<file path="config.mk">
export PLATFORM = sky130hd
export DESIGN_NAME = operand_fetch_ctrl
export DESIGN_NICKNAME = d
export VERILOG_FILES = /design/src/rtl/operand_fetch_ctrl_pkg.sv /design/src/rtl/operand_fetch_ctrl_operand_slot.sv /design/src/rtl/operand_fetch_ctrl.sv
export SDC_FILE = /design/constraint.sdc
export NUM_CORES = 1
export LEC_CHECK = 0
export ABC_CLOCK_PERIOD_IN_PS = 4400
export BUFFER_PORTS_ARGS = -buffer_cell sky130_fd_sc_hd__buf_4
export CAP_MARGIN = 30
export CORE_AREA = 3 3 232 234
export CTS_CLUSTER_DIAMETER = 50
export DETAILED_ROUTE_END_ITERATION = 6
export DIE_AREA = 0 0 235 237
export SLEW_MARGIN = 30
export SYNTH_ARGS = -nofsm -noshare
export SYNTH_HDL_FRONTEND = slang
export SYNTH_SLANG_ARGS = --single-unit
</file>
<file path="constraint.sdc">
create_clock -name clk_in -period 4.4 [get_ports clk_in]
set_clock_uncertainty 0.1 [all_clocks]
set_input_delay 0.66 -clock clk_in [delete_from_list [all_inputs] [get_ports clk_in]]
set_output_delay 0.66 -clock clk_in [all_outputs]
set_load 0.005 [all_outputs]
</file>
<file path="src/rtl/operand_fetch_ctrl_pkg.sv">
// Shared definitions for the operand fetch controller: register index width,
// default tag/data widths, the "no tag" status value and the sequencer states.
package operand_fetch_ctrl_pkg;

  localparam int REG_ADDR_W = 5;
  localparam int DEF_TAG_W  = 32;
  localparam int DEF_DATA_W = 32;
  localparam int DEF_NOTAG  = 1000;

  typedef enum logic [2:0] {
    ST_IDLE = 3'd0,
    ST_READ = 3'd1,
    ST_RES1 = 3'd2,
    ST_RES2 = 3'd3,
    ST_SEND = 3'd4
  } fetch_state_e;

endpackage

</file>
<file path="src/rtl/operand_fetch_ctrl_operand_slot.sv">
// One held {V,Q} operand pair with CDB/commit snoop, ROB-query capture and
// a combinational snooped view so a same-cycle broadcast is visible at once.
module operand_slot
  import operand_fetch_ctrl_pkg::*;
#(
  parameter int TAG_W  = DEF_TAG_W,
  parameter int DATA_W = DEF_DATA_W,
  parameter int NOTAG  = DEF_NOTAG
) (
  input  logic              clk_in,
  input  logic              rst_in,
  input  logic              en,
  input  logic              clr,
  input  logic              load,
  input  logic [DATA_W-1:0] load_v,
  input  logic [TAG_W-1:0]  load_q,
  input  logic              snoop_en,
  input  logic              rob_hit,
  input  logic [DATA_W-1:0] rob_value,
  input  logic              cdb_valid,
  input  logic [TAG_W-1:0]  cdb_tag,
  input  logic [DATA_W-1:0] cdb_value,
  input  logic              cm_valid,
  input  logic [TAG_W-1:0]  cm_tag,
  input  logic [DATA_W-1:0] cm_value,
  output logic [TAG_W-1:0]  q_held,
  output logic [DATA_W-1:0] v_snp,
  output logic [TAG_W-1:0]  q_snp
);

  localparam logic [TAG_W-1:0] NT = TAG_W'(NOTAG);

  typedef struct packed {
    logic [DATA_W-1:0] v;
    logic [TAG_W-1:0]  q;
  } pair_t;

  pair_t held, held_res, load_in, load_res;

  // CDB wins over commit when both carry the pending tag
  function automatic pair_t snoop(input pair_t p);
    pair_t r;
    r = p;
    if (p.q != NT) begin
      if (cdb_valid && cdb_tag == p.q) begin
        r.v = cdb_value;
        r.q = NT;
      end else if (cm_valid && cm_tag == p.q) begin
        r.v = cm_value;
        r.q = NT;
      end
    end
    return r;
  endfunction

  always_comb begin
    load_in  = {load_v, load_q};
    load_res = snoop(load_in);
    held_res = snoop(held);
  end

  always_ff @(posedge clk_in) begin
    if (rst_in || clr) begin
      held.v <= '0;
      held.q <= NT;
    end else if (en) begin
      if (load) begin
        held <= load_res;
      end else if (snoop_en) begin
        if (rob_hit && held_res.q != NT) begin
          held.v <= rob_value;
          held.q <= NT;
        end else begin
          held <= held_res;
        end
      end
    end
  end

  assign q_held = held.q;
  assign v_snp  = held_res.v;
  assign q_snp  = held_res.q;

endmodule

</file>
<file path="src/rtl/operand_fetch_ctrl.sv">
// Issue-side operand sequencer: reads rs1/rs2 from the renamed regfile,
// resolves pending tags via ROB query and bus snoop, then hands off and renames rd.
module operand_fetch_ctrl
  import operand_fetch_ctrl_pkg::*;
#(
  parameter int TAG_W  = DEF_TAG_W,
  parameter int NOTAG  = DEF_NOTAG,
  parameter int DATA_W = DEF_DATA_W
) (
  input  logic                  clk_in,
  input  logic                  rst_in,
  input  logic                  rdy_in,
  input  logic                  clear_in,
  input  logic                  dec_valid,
  output logic                  dec_ready,
  input  logic [REG_ADDR_W-1:0] dec_rs1,
  input  logic [REG_ADDR_W-1:0] dec_rs2,
  input  logic [REG_ADDR_W-1:0] dec_rd,
  input  logic                  dec_use_rs1,
  input  logic                  dec_use_rs2,
  input  logic                  dec_write_rd,
  input  logic [TAG_W-1:0]      dec_rob_tag,
  output logic                  rf_en_1,
  output logic                  rf_en_2,
  output logic [REG_ADDR_W-1:0] rf_addr_1,
  output logic [REG_ADDR_W-1:0] rf_addr_2,
  input  logic [TAG_W-1:0]      rf_status_1,
  input  logic [TAG_W-1:0]      rf_status_2,
  input  logic [DATA_W-1:0]     rf_data_1,
  input  logic [DATA_W-1:0]     rf_data_2,
  output logic                  rob_qry_valid,
  output logic [TAG_W-1:0]      rob_qry_tag,
  input  logic                  rob_qry_ready,
  input  logic [DATA_W-1:0]     rob_qry_value,
  input  logic                  cdb_valid,
  input  logic [TAG_W-1:0]      cdb_tag,
  input  logic [DATA_W-1:0]     cdb_value,
  input  logic                  cm_valid,
  input  logic [TAG_W-1:0]      cm_tag,
  input  logic [DATA_W-1:0]     cm_value,
  output logic                  rf_rename_en,
  output logic [REG_ADDR_W-1:0] rf_rename_addr,
  output logic [TAG_W-1:0]      rf_rename_tag,
  output logic                  out_valid,
  input  logic                  out_ready,
  output logic [DATA_W-1:0]     out_vj,
  output logic [DATA_W-1:0]     out_vk,
  output logic [TAG_W-1:0]      out_qj,
  output logic [TAG_W-1:0]      out_qk,
  output logic [TAG_W-1:0]      out_rob_tag
);

  localparam logic [TAG_W-1:0] NT = TAG_W'(NOTAG);

  fetch_state_e          state, state_nxt;
  logic [REG_ADDR_W-1:0] rs1_r, rs2_r, rd_r;
  logic                  use1_r, use2_r, wr_r;
  logic [TAG_W-1:0]      tag_r;
  logic [TAG_W-1:0]      qj_held, qk_held;
  logic [DATA_W-1:0]     load_vj, load_vk;
  logic [TAG_W-1:0]      load_qj, load_qk;
  logic                  load_en, snoop_en, rob_hit_j, rob_hit_k;

  always_comb begin
    state_nxt     = state;
    dec_ready     = 1'b0;
    rf_en_1       = 1'b0;
    rf_en_2       = 1'b0;
    rob_qry_valid = 1'b0;
    rob_qry_tag   = qj_held;
    out_valid     = 1'b0;
    rf_rename_en  = 1'b0;
    unique case (state)
      ST_IDLE: begin
        dec_ready = rdy_in && !clear_in;
        if (dec_valid && dec_ready) state_nxt = ST_READ;
      end
      ST_READ: begin
        rf_en_1   = 1'b1;
        rf_en_2   = 1'b1;
        state_nxt = ST_RES1;
      end
      ST_RES1: begin
        rob_qry_valid = rdy_in && (qj_held != NT);
        rob_qry_tag   = qj_held;
        state_nxt     = ST_RES2;
      end
      ST_RES2: begin
        rob_qry_valid = rdy_in && (qk_held != NT);
        rob_qry_tag   = qk_held;
        state_nxt     = ST_SEND;
      end
      ST_SEND: begin
        out_valid = rdy_in && !clear_in;
        if (out_valid && out_ready) begin
          rf_rename_en = wr_r && (rd_r != '0);
          state_nxt    = ST_IDLE;
        end
      end
      default: state_nxt = ST_IDLE;
    endcase
  end

  always_ff @(posedge clk_in) begin
    if (rst_in || clear_in) state <= ST_IDLE;
    else if (rdy_in)        state <= state_nxt;
  end

  always_ff @(posedge clk_in) begin
    if (dec_valid && dec_ready) begin
      rs1_r  <= dec_rs1;
      rs2_r  <= dec_rs2;
      rd_r   <= dec_rd;
      use1_r <= dec_use_rs1;
      use2_r <= dec_use_rs2;
      wr_r   <= dec_write_rd;
      tag_r  <= dec_rob_tag;
    end
  end

  // x0 or an unused source never depends on the regfile status
  always_comb begin
    load_vj = '0;
    load_qj = NT;
    load_vk = '0;
    load_qk = NT;
    if (use1_r && rs1_r != '0) begin
      load_vj = rf_data_1;
      load_qj = rf_status_1;
    end
    if (use2_r && rs2_r != '0) begin
      load_vk = rf_data_2;
      load_qk = rf_status_2;
    end
  end

  assign load_en   = (state == ST_READ);
  assign snoop_en  = (state == ST_RES1) || (state == ST_RES2) || (state == ST_SEND);
  assign rob_hit_j = (state == ST_RES1) && rob_qry_valid && rob_qry_ready;
  assign rob_hit_k = (state == ST_RES2) && rob_qry_valid && rob_qry_ready;

  operand_slot #(.TAG_W(TAG_W), .DATA_W(DATA_W), .NOTAG(NOTAG)) u_slot_j (
    .clk_in    (clk_in),
    .rst_in    (rst_in),
    .en        (rdy_in),
    .clr       (clear_in),
    .load      (load_en),
    .load_v    (load_vj),
    .load_q    (load_qj),
    .snoop_en  (snoop_en),
    .rob_hit   (rob_hit_j),
    .rob_value (rob_qry_value),
    .cdb_valid (cdb_valid),
    .cdb_tag   (cdb_tag),
    .cdb_value (cdb_value),
    .cm_valid  (cm_valid),
    .cm_tag    (cm_tag),
    .cm_value  (cm_value),
    .q_held    (qj_held),
    .v_snp     (out_vj),
    .q_snp     (out_qj)
  );

  operand_slot #(.TAG_W(TAG_W), .DATA_W(DATA_W), .NOTAG(NOTAG)) u_slot_k (
    .clk_in    (clk_in),
    .rst_in    (rst_in),
    .en        (rdy_in),
    .clr       (clear_in),
    .load      (load_en),
    .load_v    (load_vk),
    .load_q    (load_qk),
    .snoop_en  (snoop_en),
    .rob_hit   (rob_hit_k),
    .rob_value (rob_qry_value),
    .cdb_valid (cdb_valid),
    .cdb_tag   (cdb_tag),
    .cdb_value (cdb_value),
    .cm_valid  (cm_valid),
    .cm_tag    (cm_tag),
    .cm_value  (cm_value),
    .q_held    (qk_held),
    .v_snp     (out_vk),
    .q_snp     (out_qk)
  );

  assign rf_addr_1      = rs1_r;
  assign rf_addr_2      = rs2_r;
  assign rf_rename_addr = rd_r;
  assign rf_rename_tag  = tag_r;
  assign out_rob_tag    = tag_r;

endmodule

</file>
-- Word-level counts from Yosys, hierarchy flattened
Index checks and enable logic that the tools add are counted.
- output and inout port bits: 245
- register bits: 181
- multiplexer cells: 32
- reduce and logical (&&, ||, !) cells: 34
- equal/unequal tests: 20
- operators by type and width (kind ; number):
    2-to-1 mux 64 bit ; 18
    equality test 32 bit ; 8
    inequality test 32 x 10 -> 1 bit, second input constant ; 6
    2-to-1 mux 32 bit ; 5
    logical AND 1 bit ; 23
    one-hot mux 3 bit (5 select lines) ; 1
    nonzero test 5 bit ; 3
    equality test 3 x 2 -> 1 bit, second input constant ; 2
    2-to-1 mux 3 bit ; 2
    2-to-1 mux 1 bit ; 5
    inequality test 2 bit, second input constant ; 2
    equality test 3 x 1 -> 1 bit, second input constant ; 1
    equality test 3 bit, second input constant ; 1
    zero test 3 bit ; 1
    logical OR 1 bit ; 3
    AND reduction 3 bit ; 1
    one-hot mux 1 bit (2 select lines) ; 1
    AND reduction 2 bit ; 1
    nonzero test 2 bit ; 1
    zero test 1 bit ; 1

-- Depth between registers and ports, before layout
- word-level depth: 10
- depth in mapped cells: 13
- gate-level depth less buffers: 9

-- Modules after synthesis
A second synthesis with hierarchy kept.
- cell total of the unflattened synthesis: 2161
- area, all modules: 17551.8 um^2
- by module, submodules not included (module ; area each (um^2) ; cells each ; seq. area each (um^2) ; times used):
    operand_slot ; 6906.6 ; 920 ; 1281.2 ; 2
    operand_fetch_ctrl ; 3738.6 ; 321 ; 1561.5 ; 1

-- Least setup slack after synthesis
Ideal clock, no wire load.
- path kind: in2out
- start point: in cdb_tag[30]
- end point: out out_vj[10]
- arrival time: 3.001 ns
- buffers on the path: 4
- slack: 0.639 ns
- cell stages on the path: 12
- path through: clkbuf_1 -> xor2_1 -> a211o_1 -> nor4_1 -> nand4_1 -> nand2_1 -> and2_1 -> clkbuf_1 -> clkbuf_1 -> buf_1 -> nor2_1 -> nor2_1
- longest elaborated chain between the ends: 4
- ends and longest elaborated chain (element ; RTL line ; RTL):
    start, declared ; operand_fetch_ctrl.sv:36 ; input logic [TAG_W-1:0] cdb_tag,
    equality test 32 bit ; operand_fetch_ctrl_operand_slot.sv:45 ; if (cdb_valid && cdb_tag == p.q) begin
    logical AND 1 bit ; operand_fetch_ctrl_operand_slot.sv:45 ;
    2-to-1 mux 64 bit ; operand_fetch_ctrl_operand_slot.sv:45 ;
    2-to-1 mux 64 bit ; operand_fetch_ctrl_operand_slot.sv:44 ; if (p.q != NT) begin
    end, declared ; operand_fetch_ctrl.sv:46 ; output logic [DATA_W-1:0] out_vj,
Every way passes these cells.

-- Final worst setup path
- start point: reg u_slot_j.held, in the netlist u_slot_j.q_held[30]
- end point: out out_vj[18]
- longest elaborated chain between the ends: 5
- elaborated cells between the ends (all ways): 8
- classes of those cells: eq/ne (3); mux (3); reduce/logical (2)
- ends and longest elaborated chain (element ; RTL line ; RTL):
    start, declared ; operand_fetch_ctrl_operand_slot.sv:38 ; pair_t held, held_res, load_in, load_res;
    start signal, assigned ; operand_fetch_ctrl_operand_slot.sv:68 ; held <= load_res;
    start signal, assigned ; operand_fetch_ctrl_operand_slot.sv:74 ; held <= held_res;
    equality test 32 bit ; operand_fetch_ctrl_operand_slot.sv:48 ; end else if (cm_valid && cm_tag == p.q) begin
    logical AND 1 bit ; operand_fetch_ctrl_operand_slot.sv:48 ;
    2-to-1 mux 64 bit ; operand_fetch_ctrl_operand_slot.sv:48 ;
    2-to-1 mux 64 bit ; operand_fetch_ctrl_operand_slot.sv:45 ;
    2-to-1 mux 64 bit (*) ; operand_fetch_ctrl_operand_slot.sv:44 ;
Every way passes the cells marked *; elsewhere a longest branch is shown, timed or not.

==> out/metrics.yaml <==
synth:
  yosysWarnings: 0
  ys_seq_area_share_pct: 25.57
  synth_nets: 2403
  synthCells: 2056
  yosysUniqueCellTypes: 73
  yosys_most_used_dff: "dfxtp_1"
  yosys_register_bits: 181
  netlist_area_um2: 16130
  postSynth.asyncResetShare_pct: 0
  synth_edf_count: 50
  syn_avg_cell_area_um2: 7.846
timing:
  min_period_ns: 4.287
  tightest_slew_ns: 0.9196
  rsz0062_at_grt: "yes"
  hold_violations: 0
  slew_viol_final: 0
  post-route-period-util_pct: 97.42
  max_freq_ghz: 0.2333
  setup_violations: 0
  fin_setup_tns_ns: 0
  maxSlewHeadroom_pct: 38.32
cts:
  htreeDepth: 4
  clk_latency_ns: 0.51
  cts_max_path_buffers: 2
  postCtsSetupRepairBufs: 0
  cts.sinks: 181
  hold_buffers: 0
  cts_tree: "built"
  cts_root_buf: "clkbuf_16"
  numCtsBuffers: 17
  clk_pin_slew_ns: 0.09
outcome:
  status: "complete, no violations"
final_layout:
  areaGrowthSynthToFinish_pct: 33.45
  final_area_um2: 21530
  layout-drive-gt1-share_pct: 33.24
  nets: 2834
  layout.cells.non_filler: 3197
global_routing:
  grt_pass1_vias: 19010
  antenna_found_initial: 9
  grt_max_degree: 77
  grt_use_total_pct: 33.46
  grt.overflow.total: 0
  grt_pass1_wl_um: 137500
floorplan:
  core_area_um2: 52240
  die_x_um: 235
  die-area_um2: 55700
  io_pins: 592
  die_h_um: 237
  placementRows: 84
  start_util_pct: 30.88
drt:
  vias_per_cell: 6.063
  wl_um: 98320
  dr.pass1.iters: 7
  drc: 0
  drtIter0Drc: 2026
  ant_nets: 0
  wire_per_inst_um: 30.75
  vias: 19380
worst_setup_path:
  critPathMaxFanout: 16
  cp-start-kind: "flip-flop"
  r2r_setup_slack_ns: 0.46
  arrival_ns: 3.53
  crit_buf_inv: 2
  crit_path_end_kind: "output port"
  path_delay_family: "simple AND/OR/NAND/NOR gates"
  cpPeakStageDelay_ns: 0.70
  cpMaxStageDelayCell: "dfxtp_1"
  critPathKind: "flip-flop to output port"
  cp.required_ns: 3.64
  crit_chain: "xor2_1 > a211o_1 > nor4_1 > nand4_1 > nand2_1 > and2_2 > buf_12 > nor2_1 > nor2_1 > buf_4"
  crit_top_cell: "nor2_1"
job:
  max_cap_viol_count: 0
placed_design:
  port_buffers: 591
  hpwl_um: 73430
  dp_cells: 3156
  place_area_um2: 20880
  place_congestion: 1.032
power_and_ir_drop:
  powerDensity_nw_per_um2: 206.9
  ir_drop_v: 0.0003248
  leakagePower_nw: 8.977
min_path:
  hp-class: "primary input to flip-flop"
==> path summary, 6_finish.rpt <==
check	startpoint	endpoint	cells after the start
worst max-delay path	u_slot_j.q_held[30]	out_vj[18]	10
worst min-delay path	dec_rd[3]	rf_rename_addr[3]	1
worst max register to register	use1_r	u_slot_j.held[45]	11
worst min register to register	u_slot_j.held[51]	u_slot_j.held[51]	2
==> worst reg2reg max path, cell delays in order (launching register included) <==
cell	delay (ns)
edfxtp_1	0.77
inv_1	0.23
a21oi_4	0.26
a21oi_1	0.10
a2111oi_0	0.42
buf_4	0.19
nand4_1	0.22
or2_2	0.38
buf_4	0.30
mux2_1	0.42
a211oi_1	0.27
o22ai_1	0.15
==> cell usage after synthesis (all sizes together), types with 28 or more instances <==
master | count | area (um^2)
edfxtp | 50 | 1501
mux2i | 32 | 320.3
nor2 | 122 | 457.9
dfxtp | 131 | 2623
o21ai | 57 | 300.3
buf | 76 | 509.2
o22ai | 59 | 369.1
nand2b | 36 | 225.2
nor4 | 36 | 225.2
inv | 95 | 356.6
clkbuf | 150 | 563.0
nor3 | 30 | 155.1
a32oi | 29 | 254.0
a22o | 35 | 306.5
xor2 | 28 | 245.2
a211oi | 65 | 488.0
nand4 | 45 | 281.5
a221oi | 42 | 367.9
nand2 | 226 | 848.3
or3 | 30 | 187.7
mux2 | 161 | 1813
a21oi | 127 | 635.6
xnor2 | 123 | 1077
and2 | 58 | 362.9
==> where the power goes <==
group	total, mW	switching [mW]	internal (mW)
clock network	1.74	0.832	0.909
logic	0.976	0.570	0.406
registers	1.74	0.0108	1.73
==> cell type report <==
type	instances	area [um^2]
antenna	9	22.52
clock buffer	17	425.4
clock inverter	15	193.9
fill	5338	30710
inverter	96	360.3
multi-input combinational	1553	10650
sequential	181	4124
tap	688	860.8
timing repair buffer	638	4893
==> metrics by stage <==
stage          worst slack (ns)  power [mW]  hold WS, ns  utilization, %
2_1_floorplan            0.6395       2.162       0.3435               -
3_3_place_gp             0.3604       2.720       0.3537           39.97
3_5_place_dp             0.3465       2.721       0.3590           39.97
4_1_cts                0.009752       4.463       0.1750           41.16
5_1_grt                -0.01132       4.581       0.1929           41.20
6_report                 0.1134       4.453       0.2098           41.21
==> cells by family after synthesis <==
kind of cell / Yosys count / synth area share [%]
compound gates: 546 / 23.74
buf+inv: 322 / 8.881
simple gates: 663 / 20.38
flops: 181 / 25.57
xor+xnor: 151 / 8.199
mux: 193 / 13.23
==> layer usage <==
metal,track usage (%),routed length [um]
met1,41.91,38690
met4,18.92,5732
met3,7.547,9079
met2,53.11,44800
met5,0,13
==> layout by cell type, fill, tap and decap left out, types with 26 or more instances in the layout <==
master    instances
and2_1           56
a22o_1           35
dfxtp_1         131
xnor2_1         123
mux2_2          135
nor4_1           36
o21ai_0          48
edfxtp_1         50
mux2i_1          32
mux2_1           26
nand4_1          45
or3_1            29
a21oi_1         126
a211oi_1         65
o22ai_1          59
nor2_1          118
inv_1            95
nor3_1           29
nand3_1          26
a32oi_1          29
buf_4           629
xor2_1           28
a221oi_1         42
nand2b_1         36
nand2_1         224
==> timing repair <==
| action | CTS | global route |
|---|---|---|
| setup endpoints to repair | 12 | 14 |
| hold endpoints to repair | 0 | 0 |
| resized for setup | 1 | 1 |
==> flip-flops by register name, summed over array words and instances, names as in the netlist, 5 cells and up <==
signal           cells
u_slot_j.held       32
u_slot_k.held       32
rf_rename_addr       5
u_slot_k.q_held     32
rf_addr_2            5
u_slot_j.q_held     32
out_rob_tag         32
rf_addr_1            5
No activity file was read; power rests on OpenSTA's default activity.
